--- src/rtl/cpu_pkg.sv ---
// Shared CPU constants and types used by the writeback controller.
//   AW / DW    : default register address / data widths
//   REG_RA     : link register ($31), target of jal/jalr writes
//   REG_ZERO   : hard-wired zero register, never written or forwarded
//   wb_entry_t : one pending register write {valid, addr, data}
package cpu_pkg;
   localparam int AW = 5;
   localparam int DW = 32;

   localparam logic [AW-1:0] REG_RA   = 5'd31;
   localparam logic [AW-1:0] REG_ZERO = 5'd0;

   typedef struct packed {
      logic          valid;
      logic [AW-1:0] addr;
      logic [DW-1:0] data;
   } wb_entry_t;
endpackage

--- src/rtl/wb_queue.sv ---
// Circular buffer of pending slow-path register writes.
// Each entry carries a valid bit so a younger ALU write can cancel it in
// place; cancelled entries still occupy their slot until they reach the head.
// Ports:
//   clk_i, rst_ni                 clock, synchronous active-low reset
//   push_i, push_addr_i/_data_i   enqueue at tail (ignored when full)
//   pop_i                         dequeue head (ignored when empty)
//   squash_i, squash_addr_i       clear valid of every entry with that address,
//                                 including one pushed in the same cycle
//   head_valid_o/_addr_o/_data_o  current head entry
//   empty_o, full_o, count_o      occupancy
//   a_addr_i/b_addr_i -> *_hit_o/*_data_o  youngest valid entry matching address
module wb_queue #(
   parameter int DEPTH = 4,
   parameter int DW    = 32,
   parameter int AW    = 5
) (
   input  logic                       clk_i,
   input  logic                       rst_ni,
   input  logic                       push_i,
   input  logic [AW-1:0]              push_addr_i,
   input  logic [DW-1:0]              push_data_i,
   input  logic                       pop_i,
   input  logic                       squash_i,
   input  logic [AW-1:0]              squash_addr_i,
   output logic                       head_valid_o,
   output logic [AW-1:0]              head_addr_o,
   output logic [DW-1:0]              head_data_o,
   output logic                       empty_o,
   output logic                       full_o,
   output logic [$clog2(DEPTH):0]     count_o,
   input  logic [AW-1:0]              a_addr_i,
   output logic                       a_hit_o,
   output logic [DW-1:0]              a_data_o,
   input  logic [AW-1:0]              b_addr_i,
   output logic                       b_hit_o,
   output logic [DW-1:0]              b_data_o
);
   localparam int PW = $clog2(DEPTH);
   localparam int CW = PW + 1;

   logic [DEPTH-1:0] valid_q, valid_d;
   logic [AW-1:0]    addr_q [DEPTH];
   logic [DW-1:0]    data_q [DEPTH];
   logic [PW-1:0]    head_q, tail_q;
   logic [CW-1:0]    count_q, count_d;
   logic             do_push, do_pop;

   assign empty_o = (count_q == '0);
   assign full_o  = (count_q == CW'(DEPTH));
   assign count_o = count_q;
   assign do_push = push_i && !full_o;
   assign do_pop  = pop_i && !empty_o;

   assign head_valid_o = valid_q[head_q];
   assign head_addr_o  = addr_q[head_q];
   assign head_data_o  = data_q[head_q];

   // Scan oldest to youngest so the last match (youngest) wins.
   function automatic logic [DW:0] lookup(input logic [AW-1:0] a);
      logic [DW:0]   r;
      logic [PW-1:0] idx;
      r = '0;
      for (int i = 0; i < DEPTH; i++) begin
         idx = head_q + PW'(i);
         if ((CW'(i) < count_q) && valid_q[idx] && (addr_q[idx] == a) && (a != '0))
            r = {1'b1, data_q[idx]};
      end
      return r;
   endfunction

   assign {a_hit_o, a_data_o} = lookup(a_addr_i);
   assign {b_hit_o, b_data_o} = lookup(b_addr_i);

   always_comb begin
      valid_d = valid_q;
      for (int i = 0; i < DEPTH; i++) begin
         if (squash_i && (addr_q[i] == squash_addr_i))
            valid_d[i] = 1'b0;
      end
      // The ALU write is younger than a load accepted in the same cycle.
      if (do_push)
         valid_d[tail_q] = !(squash_i && (push_addr_i == squash_addr_i));
   end

   always_comb begin
      case ({do_push, do_pop})
         2'b10:   count_d = count_q + 1'b1;
         2'b01:   count_d = count_q - 1'b1;
         default: count_d = count_q;
      endcase
   end

   always_ff @(posedge clk_i) begin
      if (!rst_ni) begin
         valid_q <= '0;
         head_q  <= '0;
         tail_q  <= '0;
         count_q <= '0;
      end else begin
         valid_q <= valid_d;
         count_q <= count_d;
         if (do_push) tail_q <= tail_q + 1'b1;
         if (do_pop)  head_q <= head_q + 1'b1;
      end
   end

   always_ff @(posedge clk_i) begin
      if (do_push) begin
         addr_q[tail_q] <= push_addr_i;
         data_q[tail_q] <= push_data_i;
      end
   end
endmodule

--- src/rtl/regfile_wb_ctrl.sv ---
// Writer-side controller for the register file's single write port.
// Merges the never-stalled ALU result stream with the queued slow
// (load/multiply) results, cancels stale queued writes, and forwards
// pending data to the A/B read addresses being issued.
// Ports:
//   clk, rst (sync, active-low)
//   alu_valid/alu_addr/alu_link/alu_data   ALU result, always owns the port
//   ld_valid/ld_ready/ld_addr/ld_data      slow result handshake
//   w_addr/w_data/Reg_wr/ra_wr             registered regfile write port
//   A_addr/B_addr -> *_fwd_hit/*_fwd_data   forwarding lookup
//   pending                                occupied queue entries
module regfile_wb_ctrl #(
   parameter int DEPTH = 4,
   parameter int DW    = 32,
   parameter int AW    = 5
) (
   input  logic                   clk,
   input  logic                   rst,
   input  logic                   alu_valid,
   input  logic [AW-1:0]          alu_addr,
   input  logic                   alu_link,
   input  logic [DW-1:0]          alu_data,
   input  logic                   ld_valid,
   output logic                   ld_ready,
   input  logic [AW-1:0]          ld_addr,
   input  logic [DW-1:0]          ld_data,
   output logic [AW-1:0]          w_addr,
   output logic [DW-1:0]          w_data,
   output logic                   Reg_wr,
   output logic                   ra_wr,
   input  logic [AW-1:0]          A_addr,
   input  logic [AW-1:0]          B_addr,
   output logic                   A_fwd_hit,
   output logic                   B_fwd_hit,
   output logic [DW-1:0]          A_fwd_data,
   output logic [DW-1:0]          B_fwd_data,
   output logic [$clog2(DEPTH):0] pending
);
   import cpu_pkg::*;

   logic          q_empty, q_full, q_head_valid;
   logic [AW-1:0] q_head_addr, alu_dst;
   logic [DW-1:0] q_head_data, qa_data, qb_data;
   logic          qa_hit, qb_hit, push, pop;

   logic [AW-1:0] w_addr_q, w_addr_d;
   logic [DW-1:0] w_data_q, w_data_d;
   logic          reg_wr_q, reg_wr_d, ra_wr_q, ra_wr_d;
   logic          wa_hit, wb_hit;

   // No pop-through credit: a full queue stalls even when it drains this cycle.
   assign ld_ready = !q_full && rst;
   assign push     = ld_valid && ld_ready;
   assign pop      = !alu_valid && !q_empty;
   assign alu_dst  = alu_link ? AW'(REG_RA) : alu_addr;

   wb_queue #(.DEPTH(DEPTH), .DW(DW), .AW(AW)) u_queue (
      .clk_i         (clk),
      .rst_ni        (rst),
      .push_i        (push),
      .push_addr_i   (ld_addr),
      .push_data_i   (ld_data),
      .pop_i         (pop),
      .squash_i      (alu_valid),
      .squash_addr_i (alu_dst),
      .head_valid_o  (q_head_valid),
      .head_addr_o   (q_head_addr),
      .head_data_o   (q_head_data),
      .empty_o       (q_empty),
      .full_o        (q_full),
      .count_o       (pending),
      .a_addr_i      (A_addr),
      .a_hit_o       (qa_hit),
      .a_data_o      (qa_data),
      .b_addr_i      (B_addr),
      .b_hit_o       (qb_hit),
      .b_data_o      (qb_data)
   );

   always_comb begin
      w_addr_d = w_addr_q;
      w_data_d = w_data_q;
      reg_wr_d = 1'b0;
      ra_wr_d  = 1'b0;
      if (alu_valid) begin
         w_addr_d = alu_dst;
         w_data_d = alu_data;
         if (alu_link) ra_wr_d  = 1'b1;
         else          reg_wr_d = (alu_addr != AW'(REG_ZERO));
      end else if (!q_empty) begin
         // Squashed or $0 heads still pop, just without an enable.
         w_addr_d = q_head_addr;
         w_data_d = q_head_data;
         reg_wr_d = q_head_valid && (q_head_addr != AW'(REG_ZERO));
      end
   end

   // ---- write-port register stage ----
   always_ff @(posedge clk) begin
      if (!rst) begin
         w_addr_q <= '0;
         w_data_q <= '0;
         reg_wr_q <= 1'b0;
         ra_wr_q  <= 1'b0;
      end else begin
         w_addr_q <= w_addr_d;
         w_data_q <= w_data_d;
         reg_wr_q <= reg_wr_d;
         ra_wr_q  <= ra_wr_d;
      end
   end

   assign w_addr = w_addr_q;
   assign w_data = w_data_q;
   assign Reg_wr = reg_wr_q;
   assign ra_wr  = ra_wr_q;

   // Queued data is younger than the write in flight, so it takes priority.
   assign wa_hit = (reg_wr_q || ra_wr_q) && (w_addr_q == A_addr) && (A_addr != AW'(REG_ZERO));
   assign wb_hit = (reg_wr_q || ra_wr_q) && (w_addr_q == B_addr) && (B_addr != AW'(REG_ZERO));

   assign A_fwd_hit  = qa_hit || wa_hit;
   assign B_fwd_hit  = qb_hit || wb_hit;
   assign A_fwd_data = qa_hit ? qa_data : (wa_hit ? w_data_q : '0);
   assign B_fwd_data = qb_hit ? qb_data : (wb_hit ? w_data_q : '0);
endmodule

--- config.mk ---
export PLATFORM = sky130hd
export DESIGN_NAME = regfile_wb_ctrl
export DESIGN_NICKNAME = d
export VERILOG_FILES = /design/src/rtl/cpu_pkg.sv /design/src/rtl/wb_queue.sv /design/src/rtl/regfile_wb_ctrl.sv
export SDC_FILE = /design/constraint.sdc
export NUM_CORES = 1
export LEC_CHECK = 0
export ABC_CLOCK_PERIOD_IN_PS = 5500
export CAP_MARGIN = 20
export CORE_MARGIN = 3
export CORE_UTILIZATION = 35
export CTS_CLUSTER_SIZE = 24
export DETAILED_ROUTE_END_ITERATION = 10
export PLACE_DENSITY_LB_ADDON = 0.08
export SLEW_MARGIN = 30
export SYNTH_ARGS = -nofsm -noshare
export SYNTH_HDL_FRONTEND = slang
export SYNTH_SLANG_ARGS = --single-unit
--- constraint.sdc ---
create_clock -name clk -period 5.5 [get_ports clk]
set_input_delay 1.1 -clock clk [delete_from_list [all_inputs] [get_ports clk]]
set_output_delay 1.1 -clock clk [all_outputs]
set_load 0.005 [all_outputs]
==> results.yml, run 1 <==
placement:
  gp_congestion: 0.844
  placed_area_sq_um: 17900
  dp_hpwl_microns: 37800
  portBuffers: 197
  place_ws_ns: -0.195
logic_synthesis:
  synthArstFlopShare_pct: 0
  ys_seq_elements: 200
  syn-num-nets: 1489
  yosysMostFrequentCell: "edfxtp_1"
  yosysSeqAreaShare_pct: 36.3
  synth_edf_count: 148
  synthCells: 1391
  synth_area_per_cell_sq_um: 10.9
  yosys-top-cells-area: "edfxtp_1 29%, mux4_2 17%, dfxtp_1 6.9%"
  netlist_top_cells_count: "148 x edfxtp_1, 141 x nand2_1, 114 x mux4_2"
  yosys_warnings: 0
  synth_cell_type_count: 60
  synth_area_leader_cell: "edfxtp_1"
  syn_area_sq_um: 15100
  netlist.area_leader.share_pct: 29.4
  postSynth.topFlopCell: "edfxtp_1"
power:
  vdd_drop_max_uv: 217
  power_mw: 5.55
  switching_share_pct: 38.9
  switchingPower_mw: 2.16
  p_leak_nw: 5.91
  combPwrFrac_pct: 42.8
  clock_power_share_pct: 22.5
  p_int_mw: 3.39
  seq_power_share_pct: 34.7
  powerDensity_nw_per_um2: 300
worst_setup_path:
  startpoint_type: "input pin"
  timing.rr.start: "u_queue.count_o[0]$_SDFFE_PN0P_"
  cp.depth: 9
  crit_chain: "clkdlybuf4s50_1 -> or2_2 -> mux2i_1 -> o2111ai_1 -> nor2_2 -> buf_4 -> a311oi_1 -> o31ai_1 -> clkdlybuf4s50_1"
  critPathKind: "input pin to output port"
  crit_path_start: "A_addr[0]"
  r2r_slack_ns: 2.40
  critical_path_buf_inv_count: 3
  reg2reg_to: "u_queue.data_q[0][4]$_DFFE_PP_"
  reg2reg_depth: 5
  critical_path.endpoint: "A_fwd_data[11]"
  cp-end-kind: "output port"
  cpMostUsedCell: "clkdlybuf4s50_1"
  crit_slowest_cell: "clkdlybuf4s50_1"
  max_stage_delay_ns: 0.63
  required_ns: 4.40
  cp.arrival_ns: 4.29
  crit_fanout: 10
  critPathTopFamily: "buffers and inverters"
status:
  status: "completed"
floorplanning:
  dieArea_sq_um: 45700
  rows: 75
  coreArea_sq_um: 42300
  start_util_pct: 35.7
  die_w_microns: 214
  die_h_microns: 214
  ios: 198
final_layout:
  layout-drive-gt1-share_pct: 18.5
  finalNetCount: 1635
  final_cell_area_sq_um: 18500
  area_delta_synth_final_pct: 22.2
sta:
  final.min_clock_period_ns: 5.39
  fmax_mhz: 186
  worst_pin_slew_ns: 0.950
  tns_ns: 0
  finalSetupViolCount: 0
  hold_violations: 0
  setup_ws_ns: 0.111
  slew_headroom_pct: 36.6
  rsz0062_at_grt: "false"
  period_share_pct: 98.0
  fin_skew_ns: 0.0102
  slew_violations: 0
global_routing:
  gr-max-usage-layer: "met2"
  gr-usage-all-layers_pct: 24.9
  grt_pass1_vias: 13000
  grt_overflow: 0
  antenna_found_initial: 4
  use_met3_pct: 4.42
  use_met1_pct: 34.1
  grt_pass1_wl_microns: 84500
  grt_start_max_net_pins: 110
  grtUsageMet2_pct: 40.0
clock_tree:
  root_buffer: "clkbuf_16"
  clock_latency_ns: 0.47
  cts_hold_buffers: 0
  tritoncts: "yes"
  clock_sinks: 200
  htree_levels: 4
  clock_path_buffers: 2
  cts_setup_buffers: 0
  cts_buffers: 17
  path_clk_slew_ns: 0.08
drt:
  drt_pass1_iterations: 5
  antenna_left: 0
  route.detailed.drc: 0
  wirelength_microns: 57000
  wire_per_inst_microns: 26.8
  detail_route.iter0.violations: 1434
  dr_total_vias: 13300
  viasPerCell: 6.23
min_path:
  hold_path_class: "flop to flop"
run:
  maxCapViolations: 0
==> placed cells by master, fill, tap and decap left out, types with 6 or more instances in the layout <==
| cell type | n |
|---|---|
| clkdlybuf4s50_1 | 195 |
| edfxtp_1 | 148 |
| nand2_1 | 141 |
| mux4_2 | 114 |
| mux2i_1 | 77 |
| xnor2_1 | 66 |
| buf_4 | 63 |
| nor3_1 | 60 |
| nor2_1 | 52 |
| a21oi_1 | 51 |
| dfxtp_1 | 48 |
| a311oi_1 | 45 |
| nand3_1 | 41 |
| mux2_2 | 36 |
| and3_1 | 35 |
| o21ai_0 | 34 |
| o31ai_1 | 28 |
| inv_1 | 23 |
| nor2b_1 | 22 |
| o2111ai_1 | 20 |
| and2_1 | 19 |
| o211ai_1 | 17 |
| clkbuf_16 | 17 |
| a311o_1 | 15 |
| a221o_1 | 15 |
| a2111o_1 | 12 |
| xor2_1 | 12 |
| buf_12 | 10 |
| ha_1 | 9 |
| or3_1 | 8 |
| nand4_1 | 7 |
| o211a_1 | 7 |
| a21boi_0 | 7 |
| nor4_1 | 6 |
| a2111oi_0 | 6 |
==> area by class of cell <==
type | instances | area, sq um
inverters | 23 | 86.3
fillers | 3961 | 23800
diodes | 1 | 2.50
multi-input cells | 1026 | 8970
repair buffers | 269 | 2630
clock buffers | 17 | 425
well taps | 577 | 722
clock inverters | 15 | 136
flip-flops and latches | 200 | 5500
==> logic make-up after synthesis <==
kind of cell | share of synthesized area (%)
adders and majority gates | 0.745
DFF | 36.3
and+or+nand+nor | 14.1
xor gates and xnor gates | 4.52
buffers and inverters | 4.95
AOI/OAI and AO/OA | 13.8
muxes | 25.6
==> power groups by stage <==
stage / sequential, mW / clock, mW / combinational [mW]
6_report: 1.92 / 1.25 / 2.37
5_1_grt: 1.95 / 1.35 / 2.55
4_1_cts: 1.92 / 1.28 / 2.37
3_5_place_dp: 1.96 / 0 / 2.36
3_3_place_gp: 1.96 / 0 / 2.34
2_1_floorplan: 1.85 / 0 / 1.67
==> sequential cells by signal (all words and copies together), names as in the netlist, named ones only <==
signal and flops:
u_queue.tail_q 2, u_queue.addr_q 20, u_queue.count_o 3, u_queue.data_q 128, u_queue.head_q 2, w_data 32
Reg_wr 1, w_addr 5, u_queue.valid_q 4, ra_wr 1
==> what timing repair did <==
| item | in CTS | in global routing |
|---|---|---|
| gates resized for setup | 3 | 3 |
| endpoints found under the setup margin | 13 | 18 |
| pin swaps | 1 | 1 |
| hold endpoints to repair | 0 | 0 |
==> metrics by stage <==
stage | hold WS (ns) | cells | utilization (%)
5_1_grt | 0.539 | 2128 | 43.6
3_3_place_gp | 0.493 | 2095 | 42.2
4_1_cts | 0.513 | 2127 | 43.6
2_1_floorplan | 0.469 | 1391 | -
3_5_place_dp | 0.500 | 2095 | 42.3
6_report | 0.516 | 2128 | 43.6
==> worst min path at each step <==
stage | end | cells after the start | startpoint | slack, ns
finish | u_queue.tail_q[1]$_SDFFE_PN0P_ | 2 | u_queue.tail_q[1]$_SDFFE_PN0P_ | 0.52
global route | u_queue.tail_q[1]$_SDFFE_PN0P_ | 2 | u_queue.tail_q[1]$_SDFFE_PN0P_ | 0.54
CTS | u_queue.tail_q[1]$_SDFFE_PN0P_ | 2 | u_queue.tail_q[1]$_SDFFE_PN0P_ | 0.51
detailed placement | u_queue.tail_q[1]$_SDFFE_PN0P_ | 2 | u_queue.tail_q[1]$_SDFFE_PN0P_ | 0.50
global placement | u_queue.tail_q[1]$_SDFFE_PN0P_ | 2 | u_queue.tail_q[1]$_SDFFE_PN0P_ | 0.49
floorplan | u_queue.tail_q[1]$_SDFFE_PN0P_ | 2 | u_queue.tail_q[1]$_SDFFE_PN0P_ | 0.47
==> per-layer routing <==
metal | part of all wire, % | vias up | routed length, microns
li1 | - | 5775 | -
met3 | 7.8 | 130 | 4470
met5 | 0.075 | - | 43
met2 | 47 | 679 | 26700
met1 | 42 | 6673 | 24200
met4 | 2.8 | 6 | 1610
==> worst reg2reg max path: stages (launching register included) <==
cell and delay (ns):
dfxtp_1 0.50, inv_1 0.11, ha_1 0.25, a21boi_0 0.53
and3_2 0.93, buf_4 0.45
Note: power is estimated with default switching activity, not from simulation.
==> run 2, diff against run 1 <==
--- a/config.mk
+++ b/config.mk
@@ -5,11 +5,10 @@
 export SDC_FILE = /design/constraint.sdc
 export NUM_CORES = 1
 export LEC_CHECK = 0
-export ABC_CLOCK_PERIOD_IN_PS = 5500
+export ABC_CLOCK_PERIOD_IN_PS = 5100
 export CAP_MARGIN = 20
 export CORE_MARGIN = 3
 export CORE_UTILIZATION = 35
-export CTS_CLUSTER_SIZE = 24
 export DETAILED_ROUTE_END_ITERATION = 10
 export PLACE_DENSITY_LB_ADDON = 0.08
 export SLEW_MARGIN = 30
==> constraint.sdc (replaced) <==
create_clock -name clk -period 5.1 [get_ports clk]
set_input_delay 1.02 -clock clk [delete_from_list [all_inputs] [get_ports clk]]
set_output_delay 1.02 -clock clk [all_outputs]
set_load 0.005 [all_outputs]
==> results.yml, run 2 (synthesis gave the netlist of run 1 again) <==
final_layout:
  stdcell_count: 2171
  final_cell_area_sq_um: 19000
  largest_reg_flops: 128
  layout_common_cells: "189 x clkdlybuf4s50_1, 148 x edfxtp_1, 141 x nand2_1"
  final_core_util_pct: 45.0
  area_delta_synth_final_pct: 25.8
  top_register: "u_queue.data_q"
  layout-drive-gt1-share_pct: 21.2
  fillers: 3926
  layout_commonest_cell: "clkdlybuf4s50_1"
  finalNetCount: 1678
drt:
  wirelength_microns: 57400
  dr_total_vias: 13400
  drt_pass1_iterations: 6
  viasPerCell: 6.16
  top_layer_used: "met5"
  antenna_left: 0
  wl_met1_microns: 24700
  met3_length_microns: 4440
  wl_met2_microns: 26800
  detail_route.iter0.violations: 1496
  route.detailed.drc: 0
  wire_per_inst_microns: 26.4
sta:
  slew_headroom_pct: 36.7
  rsz0062_at_grt: "false"
  tns_ns: 0
  finalSetupViolCount: 0
  holdWs_ns: 0.519
  period_share_pct: 98.5
  setup_ws_ns: 0.0780
  fmax_mhz: 199
  worst_pin_slew_ns: 0.950
  fin_skew_ns: 0.0138
  final.min_clock_period_ns: 5.02
  slew_violations: 0
  hold_violations: 0
floorplanning:
  ios: 198
  rows: 75
  coreArea_sq_um: 42300
  die_w_microns: 214
  dieArea_sq_um: 45700
  die_h_microns: 214
  start_util_pct: 35.7
clock_tree:
  root_buffer: "clkbuf_16"
  clock_path_buffers: 2
  path_clk_slew_ns: 0.07
  clock_latency_ns: 0.47
  htree_levels: 4
  clock_sinks: 200
  cts_buffers: 17
  tritoncts: "yes"
  cts_hold_buffers: 0
min_path:
  hold_path_class: "flop to flop"
power:
  switching_share_pct: 38.6
  p_leak_nw: 6.32
  powerDensity_nw_per_um2: 318
  vdd_drop_max_uv: 303
  combPwrFrac_pct: 42.9
  power_mw: 6.06
  switchingPower_mw: 2.34
  p_int_mw: 3.72
  clock_power_share_pct: 23.2
  seq_power_share_pct: 34.0
worst_setup_path:
  cp-end-kind: "output port"
  required_ns: 4.08
  startpoint_type: "input pin"
  crit_fanout: 16
  critPathKind: "input pin to output port"
  cp.arrival_ns: 4.00
run:
  maxCapViolations: 0
placement:
  gp_congestion: 0.866
  placed_area_sq_um: 18200
  dp_hpwl_microns: 38700
  place_ws_ns: -0.0623
  portBuffers: 197
  dp_cells: 2128
global_routing:
  gr-usage-all-layers_pct: 24.8
  grt_start_max_net_pins: 113
  grt_overflow: 0
  grt_pass1_vias: 12900
  antenna_found_initial: 1
  grt_pass1_wl_microns: 84100
status:
  status: "completed"
run 2: cell types whose count changed in the layout (fill, tap and decap cells not counted), sizes merged, moves of 2 or more:
| cell | previous run | this run |
|---|---|---|
| buf | 74 | 117 |
| dlymetal6s2s | 0 | 6 |
| inv | 31 | 29 |
| clkinv | 4 | 6 |
| clkdlybuf4s50 | 195 | 189 |
run 2: final cells by class:
cell class,instances,area [sq um],share of cell area (%)
Sequential cell,200,5500,28.9
Clock inverter,15,161,0.848
Antenna cell,1,2.50,0.0132
Timing Repair Buffer,312,3110,16.4
Tap cell,577,722,3.79
Multi-Input combinational cell,1026,9020,47.4
Inverter,23,86.3,0.454
Clock buffer,17,425,2.24
run 2: worst max-delay path, cell delays in order:
cell and delay, ns:
clkdlybuf4s50_1 0.42, or4_4 0.58, or2_4 0.25, buf_4 0.13, nand3_2 0.07, o22ai_1 0.10
or2_2 0.33, buf_12 0.18, o211ai_1 0.34, clkdlybuf4s50_1 0.58
run 2: per-layer routing:
layer,global-route usage [%],vias up
li1,-,5848
met1,34.4,6743
met2,39.5,667
met3,4.49,105
met4,7.98,2
met5,0,-
run 2: repair_timing:
item / CTS / global route
resized for setup: 3 / 25
pin swaps: 0 / 5
buffers inserted: 2 / 7
endpoints found under the setup margin: 13 / 35
run 2: final timing paths:
check | slack (ns) | to | cells after the start | startpoint
hold / removal | 0.52 | u_queue.tail_q[1]$_SDFFE_PN0P_ | 2 | u_queue.tail_q[1]$_SDFFE_PN0P_
setup / recovery | 0.08 | B_fwd_data[30] | 10 | B_addr[1]
setup reg to reg | 2.02 | u_queue.valid_q[0]$_SDFF_PN0_ | 7 | u_queue.count_o[0]$_SDFFE_PN0P_
hold reg to reg | 0.52 | u_queue.tail_q[1]$_SDFFE_PN0P_ | 2 | u_queue.tail_q[1]$_SDFFE_PN0P_
run 2: power by group through the flow:
stage               registers, mW  clock network [mW]  logic, mW
global placement             2.09                   0       2.56
finish                       2.06                1.40       2.60
detailed placement           2.09                   0       2.56
floorplan                    2.00                   0       1.80
CTS                          2.05                1.43       2.59
global route                 2.07                1.49       2.80
==> variant 1: new RTL, config.mk and constraints of run 2 <==
`DW` is set to 32 in 3 places; all go to 64.
--- a/src/rtl/cpu_pkg.sv
+++ b/src/rtl/cpu_pkg.sv
@@ -5,7 +5,7 @@
 //   wb_entry_t : one pending register write {valid, addr, data}
 package cpu_pkg;
    localparam int AW = 5;
-   localparam int DW = 32;
+   localparam int DW = 64;
 
    localparam logic [AW-1:0] REG_RA   = 5'd31;
    localparam logic [AW-1:0] REG_ZERO = 5'd0;
--- a/src/rtl/wb_queue.sv
+++ b/src/rtl/wb_queue.sv
@@ -12,7 +12,7 @@
 //   a_addr_i/b_addr_i -> *_hit_o/*_data_o  youngest valid entry matching address
 module wb_queue #(
    parameter int DEPTH = 4,
-   parameter int DW    = 32,
+   parameter int DW    = 64,
    parameter int AW    = 5
 ) (
    input  logic                       clk_i,
--- a/src/rtl/regfile_wb_ctrl.sv
+++ b/src/rtl/regfile_wb_ctrl.sv
@@ -11,7 +11,7 @@
 //   pending                                occupied queue entries
 module regfile_wb_ctrl #(
    parameter int DEPTH = 4,
-   parameter int DW    = 32,
+   parameter int DW    = 64,
    parameter int AW    = 5
 ) (
    input  logic                   clk,
Ports: changed (5 resized); port bits go from 198 to 358. The function was not compared with the original's and may differ.
==> variant 1 against run 2 <==
  * The flow now finishes with violations (negative setup slack)
  * Count of clock-buffer cells in the layout increased by 37
  * Hold slack improved by 0.017 ns
  * Critical path depth grew 4
  * Non-clock buffer count grew 249
  * Power grew 89%
  * Sequential cell count rose by 160
  * Area after synthesis is 60% higher
  * Wire length up 63%
  * Utilization grew 3.2 points
  * Cell area rose by 72%
  * Synthesized cell count grew 42%
  * Via count rose by 53%
  * Worst setup slack got worse by 0.11 ns
  * Critical path type unchanged
  * Highest routed layer unchanged
==> variant 1: results (changes against run 2) <==
[metrics] start point of the critical path: B_addr[2]
[metrics] top cells by area in the synthesized netlist: edfxtp_1, mux4_2, dfxtp_1
[metrics] highest fanout seen on the critical path: 12 (-4)
[metrics] port buffer count: 357 (+81%)
[metrics] wire length of the first global-routing pass: 139000 um (+66%)
[metrics] maximum number of pins on one net before global-route repair: 96 (-15%)
[metrics] type of the worst min-delay path: flip-flop to flip-flop
[metrics] buffer levels on the longest clock path: 3 (+1)
[metrics] relative slew slack: 42.3% (+5.6 points)
[metrics] Synth top cells by count: edfxtp_1, mux4_2, nor2_1
[metrics] Final HPWL DP: 59500 um (+54%)
[metrics] share of total power consumed by net switching: 32.7% (-5.9 points)
[metrics] share of synthesized registers carrying an async set or reset: 0% (unchanged)
[metrics] clock latency reported for the late side of the worst-skew pair: 0.58 ns (+0.11 ns)
[metrics] Num CTS Buffers: 46 (+29)
[metrics] violated checks: negative setup slack
[metrics] outcome: complete, but fails checks
[metrics] clock transition at the register clock pins on the worst setup and hold paths after CTS: 0.05 ns (-0.02 ns)
[metrics] Max IR drop VDD: 0.316 mV (+4.3%)
[metrics] global-route usage over all layers: 25.2% (+0.41 points)
[metrics] # nets final: 2548 (+52%)
[metrics] reg-to-reg setup timing slack: 1.94 ns (-0.08 ns)
[metrics] Top FF cell, synth: edfxtp_1
[metrics] Setup Skew: 0.0100 ns (-0.00374 ns)
[metrics] post-detailed-placement cell area: 29800 um^2 (+63%)
[metrics] final setup violation count: 3 (+3)
[metrics] worst path arrival time: 4.12 ns (+0.12 ns)
[metrics] number of flops mapped to enable cells by yosys: 276 (+86%)
[metrics] level count of the clock H-tree: 2 (-2)
[metrics] number of flip-flops under the largest register name: 256 (+100%)
[metrics] number of detailed-route iterations in the first pass: 7 (+1)
[metrics] sequential-to-total area share from yosys stat: 41.1% (+4.9 points)
[metrics] growth of design area from synthesis to finish: 35.0%
[metrics] net count after synthesis: 2142 (+44%)
[metrics] global placement routability congestion: 0.834 (-3.7%)
[metrics] fin worst setup slack: -0.0351 ns (-0.113 ns)
[metrics] number of global-route vias before repair: 20900 (+62%)
[metrics] number of distinct library cell variants in the gate-level netlist after synthesis: 50 (-17%)
[metrics] startpoint type of the worst setup path: primary input
[metrics] via total after detailed routing: 20400 (+53%)
[metrics] final routed wire length divided by cell count: 27.8 um (+5.3%)
[metrics] fill count: 6053 (+54%)
[metrics] number of antenna violations at the first check in global routing: 7 (+6)
[metrics] total of hold buffers inserted after clock tree synthesis: 0 (unchanged)
[metrics] layout cells sized above 1: 28.2% (+7.0 points)
[metrics] 1st-iter DRT viols: 1888 (+26%)
[metrics] Leak Pwr: 11.3 nW (+80%)
variant 1: layout make-up:
type / count / area share, %
timing repair buffer: 561 / 18.2
sequential: 360 / 30.5
clock inverter: 31 / 1.11
antenna: 6 / 0.0459
inverter: 60 / 0.688
clock buffer: 54 / 3.74
multi-input combinational: 1357 / 42.2
tap: 921 / 3.52
variant 1: power by group through the flow:
stage               registers, W  clock network [W]  logic (W)
global route             0.00364            0.00361    0.00477
floorplan                0.00358                  0    0.00302
finish                   0.00361            0.00341    0.00443
detailed placement       0.00369                  0    0.00419
CTS                      0.00362            0.00350    0.00436
global placement         0.00368                  0    0.00417
variant 1: critical path: stages:
cell and delay [ns]:
clkdlybuf4s50_1 0.44, or4_4 0.54, nor2_4 0.17, buf_6 0.13, or3_4 0.12, buf_4 0.11
a311oi_4 0.04, buf_12 0.17, buf_12 0.13, bufbuf_16 0.30, a221oi_2 0.26, nor3_1 0.08
a221o_1 0.31, dlygate4sd2_1 0.27
variant 1: kinds of logic (layout without fill, tap and decap cells):
| family | count (synthesis) | after routing | synth area share [%] |
|---|---|---|---|
| simple gates | 449 | 449 | 9.04 |
| buf+inv | 263 | 706 | 4.50 |
| other cells | 0 | 6 | 0 |
| compound gates | 456 | 456 | 12.8 |
| mux | 365 | 365 | 29.2 |
| fa+ha+maj | 9 | 9 | 0.465 |
| flops | 360 | 360 | 41.1 |
| xor+xnor | 78 | 78 | 2.82 |
variant 1: repair_timing:
| action | 4_1_cts | 5_1_grt |
|---|---|---|
| gates cloned | 10 | 1 |
| buffers inserted | 19 | 29 |
| resized for setup | 132 | 102 |
| pin swaps | 10 | 35 |
| endpoints found under the setup margin | 129 | 102 |
variant 1: routing by layer:
layer | GRT usage (%) | wire, um | vias up
met5 | 0 | 58 | -
met4 | 8.83 | 2780 | 8
met3 | 4.43 | 6760 | 170
met2 | 41.7 | 45300 | 926
met1 | 33.4 | 38400 | 10500
li1 | - | - | 8827
variant 1: metrics by stage:
step,std cells,hold WS (ns),TNS (ns),setup WS [ns]
detailed placement,3202,0.531,-11.53,-0.256
floorplan,1980,0.469,0,0.848
global placement,3202,0.486,-14.66,-0.274
global route,3346,0.577,-0.739,-0.0893
CTS,3316,0.535,-0.452,-0.139
finish,3350,0.536,-0.0767,-0.0351
variant 1: worst paths after layout:
check | to | cells past startpoint
setup / recovery | B_fwd_data[14] | 14
hold / removal | u_queue.tail_q[1]$_SDFFE_PN0P_ | 2
setup reg to reg | u_queue.data_q[0][57]$_DFFE_PP_ | 5
hold reg to reg | u_queue.tail_q[1]$_SDFFE_PN0P_ | 2
==> variant 2: new RTL, config.mk and constraints of run 2 <==
Made on the original files. Make the reset (`rst` and `rst_ni`) asynchronous in 2 clocked blocks. Comments in the files are not updated.
--- a/src/rtl/wb_queue.sv
+++ b/src/rtl/wb_queue.sv
@@ -91,7 +91,7 @@
       endcase
    end
 
-   always_ff @(posedge clk_i) begin
+   always_ff @(posedge clk_i or negedge rst_ni) begin
       if (!rst_ni) begin
          valid_q <= '0;
          head_q  <= '0;
--- a/src/rtl/regfile_wb_ctrl.sv
+++ b/src/rtl/regfile_wb_ctrl.sv
@@ -96,7 +96,7 @@
    end
 
    // ---- write-port register stage ----
-   always_ff @(posedge clk) begin
+   always_ff @(posedge clk or negedge rst) begin
       if (!rst) begin
          w_addr_q <= '0;
          w_data_q <= '0;
Check against the original RTL: differs if rst is asserted again (counterexample within 4 cycles, from zero or initial values and one cycle with rst low); with rst held inactive, the same outputs for 4 cycles.
==> variant 2 against run 2 <==
  * Power is 45% higher
  * Critical path type unchanged
  * Sequential cell count shrank 2
  * Via count shrank 12%
  * Highest routed layer is now met4
  * Area after synthesis down 6.4%
  * Cell area decreased by 6.9%
  * Synthesized cell count shrank 1.0%
  * Worst setup slack worse by 0.036 ns
  * Critical endpoint is now B_fwd_data[1]
  * Wire length shrank 18%
  * First-iteration DRC count decreased by 38%
  * Fmax fell by 0.70%
==> variant 2: results (changes against run 2) <==
[metrics] top sig layer: met4
[metrics] maximum number of pins on one net before global-route repair: 70 (-38%)
[metrics] top cells by area in the synthesized netlist: edfxtp_1, mux2i_1, dfrtp_1
[metrics] 1st-iter DRT viols: 935 (-38%)
[metrics] reg2reg end: u_queue.data_q[0][14]$_DFFE_PP_
[metrics] met3 usage: 3.24% (-1.3 points)
[metrics] routed length on met1: 21500 um (-13%)
[metrics] Leak Pwr: 6.64 nW (+5.1%)
[metrics] share of synthesized registers carrying an async set or reset: 25.3% (+25 points)
[metrics] final routed wirelength across all metal layers: 47300 um (-18%)
[metrics] highest fanout seen on the critical path: 13 (-3)
[metrics] global-route usage over all layers: 21.4% (-3.4 points)
[metrics] post-detailed-placement cell area: 16900 um^2 (-7.0%)
[metrics] global placement routability congestion: 0.898 (+3.8%)
[metrics] number of global-route vias before repair: 11700 (-9.0%)
[metrics] worst reg2reg startpoint: u_queue.count_o[0]$_DFFE_PN0P_
[metrics] post-placement worst setup slack: 0.000543 ns (+0.0629 ns)
[metrics] slowest CP cell: clkdlybuf4s50_1
[metrics] Post-Synth XOR/XNOR Area: 4.26% (-0.26 points)
[metrics] Hold Path Origin: u_queue.count_o[1]$_DFFE_PN0P_
[metrics] Antenna Diode Count: 0 (-1)
[metrics] number of distinct library cell variants in the gate-level netlist after synthesis: 71 (+18%)
[metrics] outcome: finished, final reports clean
[metrics] largest stage delay on the critical path: 0.72 ns (+0.14 ns)
[metrics] Max IR drop VDD: 0.277 mV (-8.7%)
[metrics] start point of the critical path: B_addr[0]
[metrics] WL met3: 1980 um (-56%)
[metrics] net count after synthesis: 1475 (-0.94%)
[metrics] number of antenna violations at the first check in global routing: 0 (-1)
[metrics] Setup Skew: 0.0111 ns (-0.00267 ns)
[metrics] reg-to-reg setup timing slack: 2.19 ns (+0.17 ns)
[metrics] layout cells sized above 1: 17.7% (-3.5 points)
[metrics] Mapped Cells: 1377 (-1.0%)
variant 2: where the power goes:
| group | internal (W) | switching, W |
|---|---|---|
| combinational | 0.00236 | 0.00266 |
| sequential | 0.00203 | 0.000312 |
| clock | 0.000738 | 0.000665 |
| total | 0.00513 | 0.00364 |
variant 2: worst min-delay path, cell delays in order, from the launching register on:
cell	delay [ns]
dfrtp_1	0.45
nand2_1	0.07
o21ai_0	0.06
variant 2: cell type report:
cell class,count,area share (%)
clock buffer,18,2.42
clock inverter,14,0.911
sequential,198,32.2
inverter,40,0.861
tap,525,3.71
timing repair buffer,286,15.9
multi-input combinational,1011,44.0
variant 2: timing repair:
item | CTS | global route
resized for setup | 1 | 8
pin swaps | 2 | 4
hold endpoints to repair | 0 | 0
endpoints found under the setup margin | 65 | 56
buffers inserted | 8 | 12
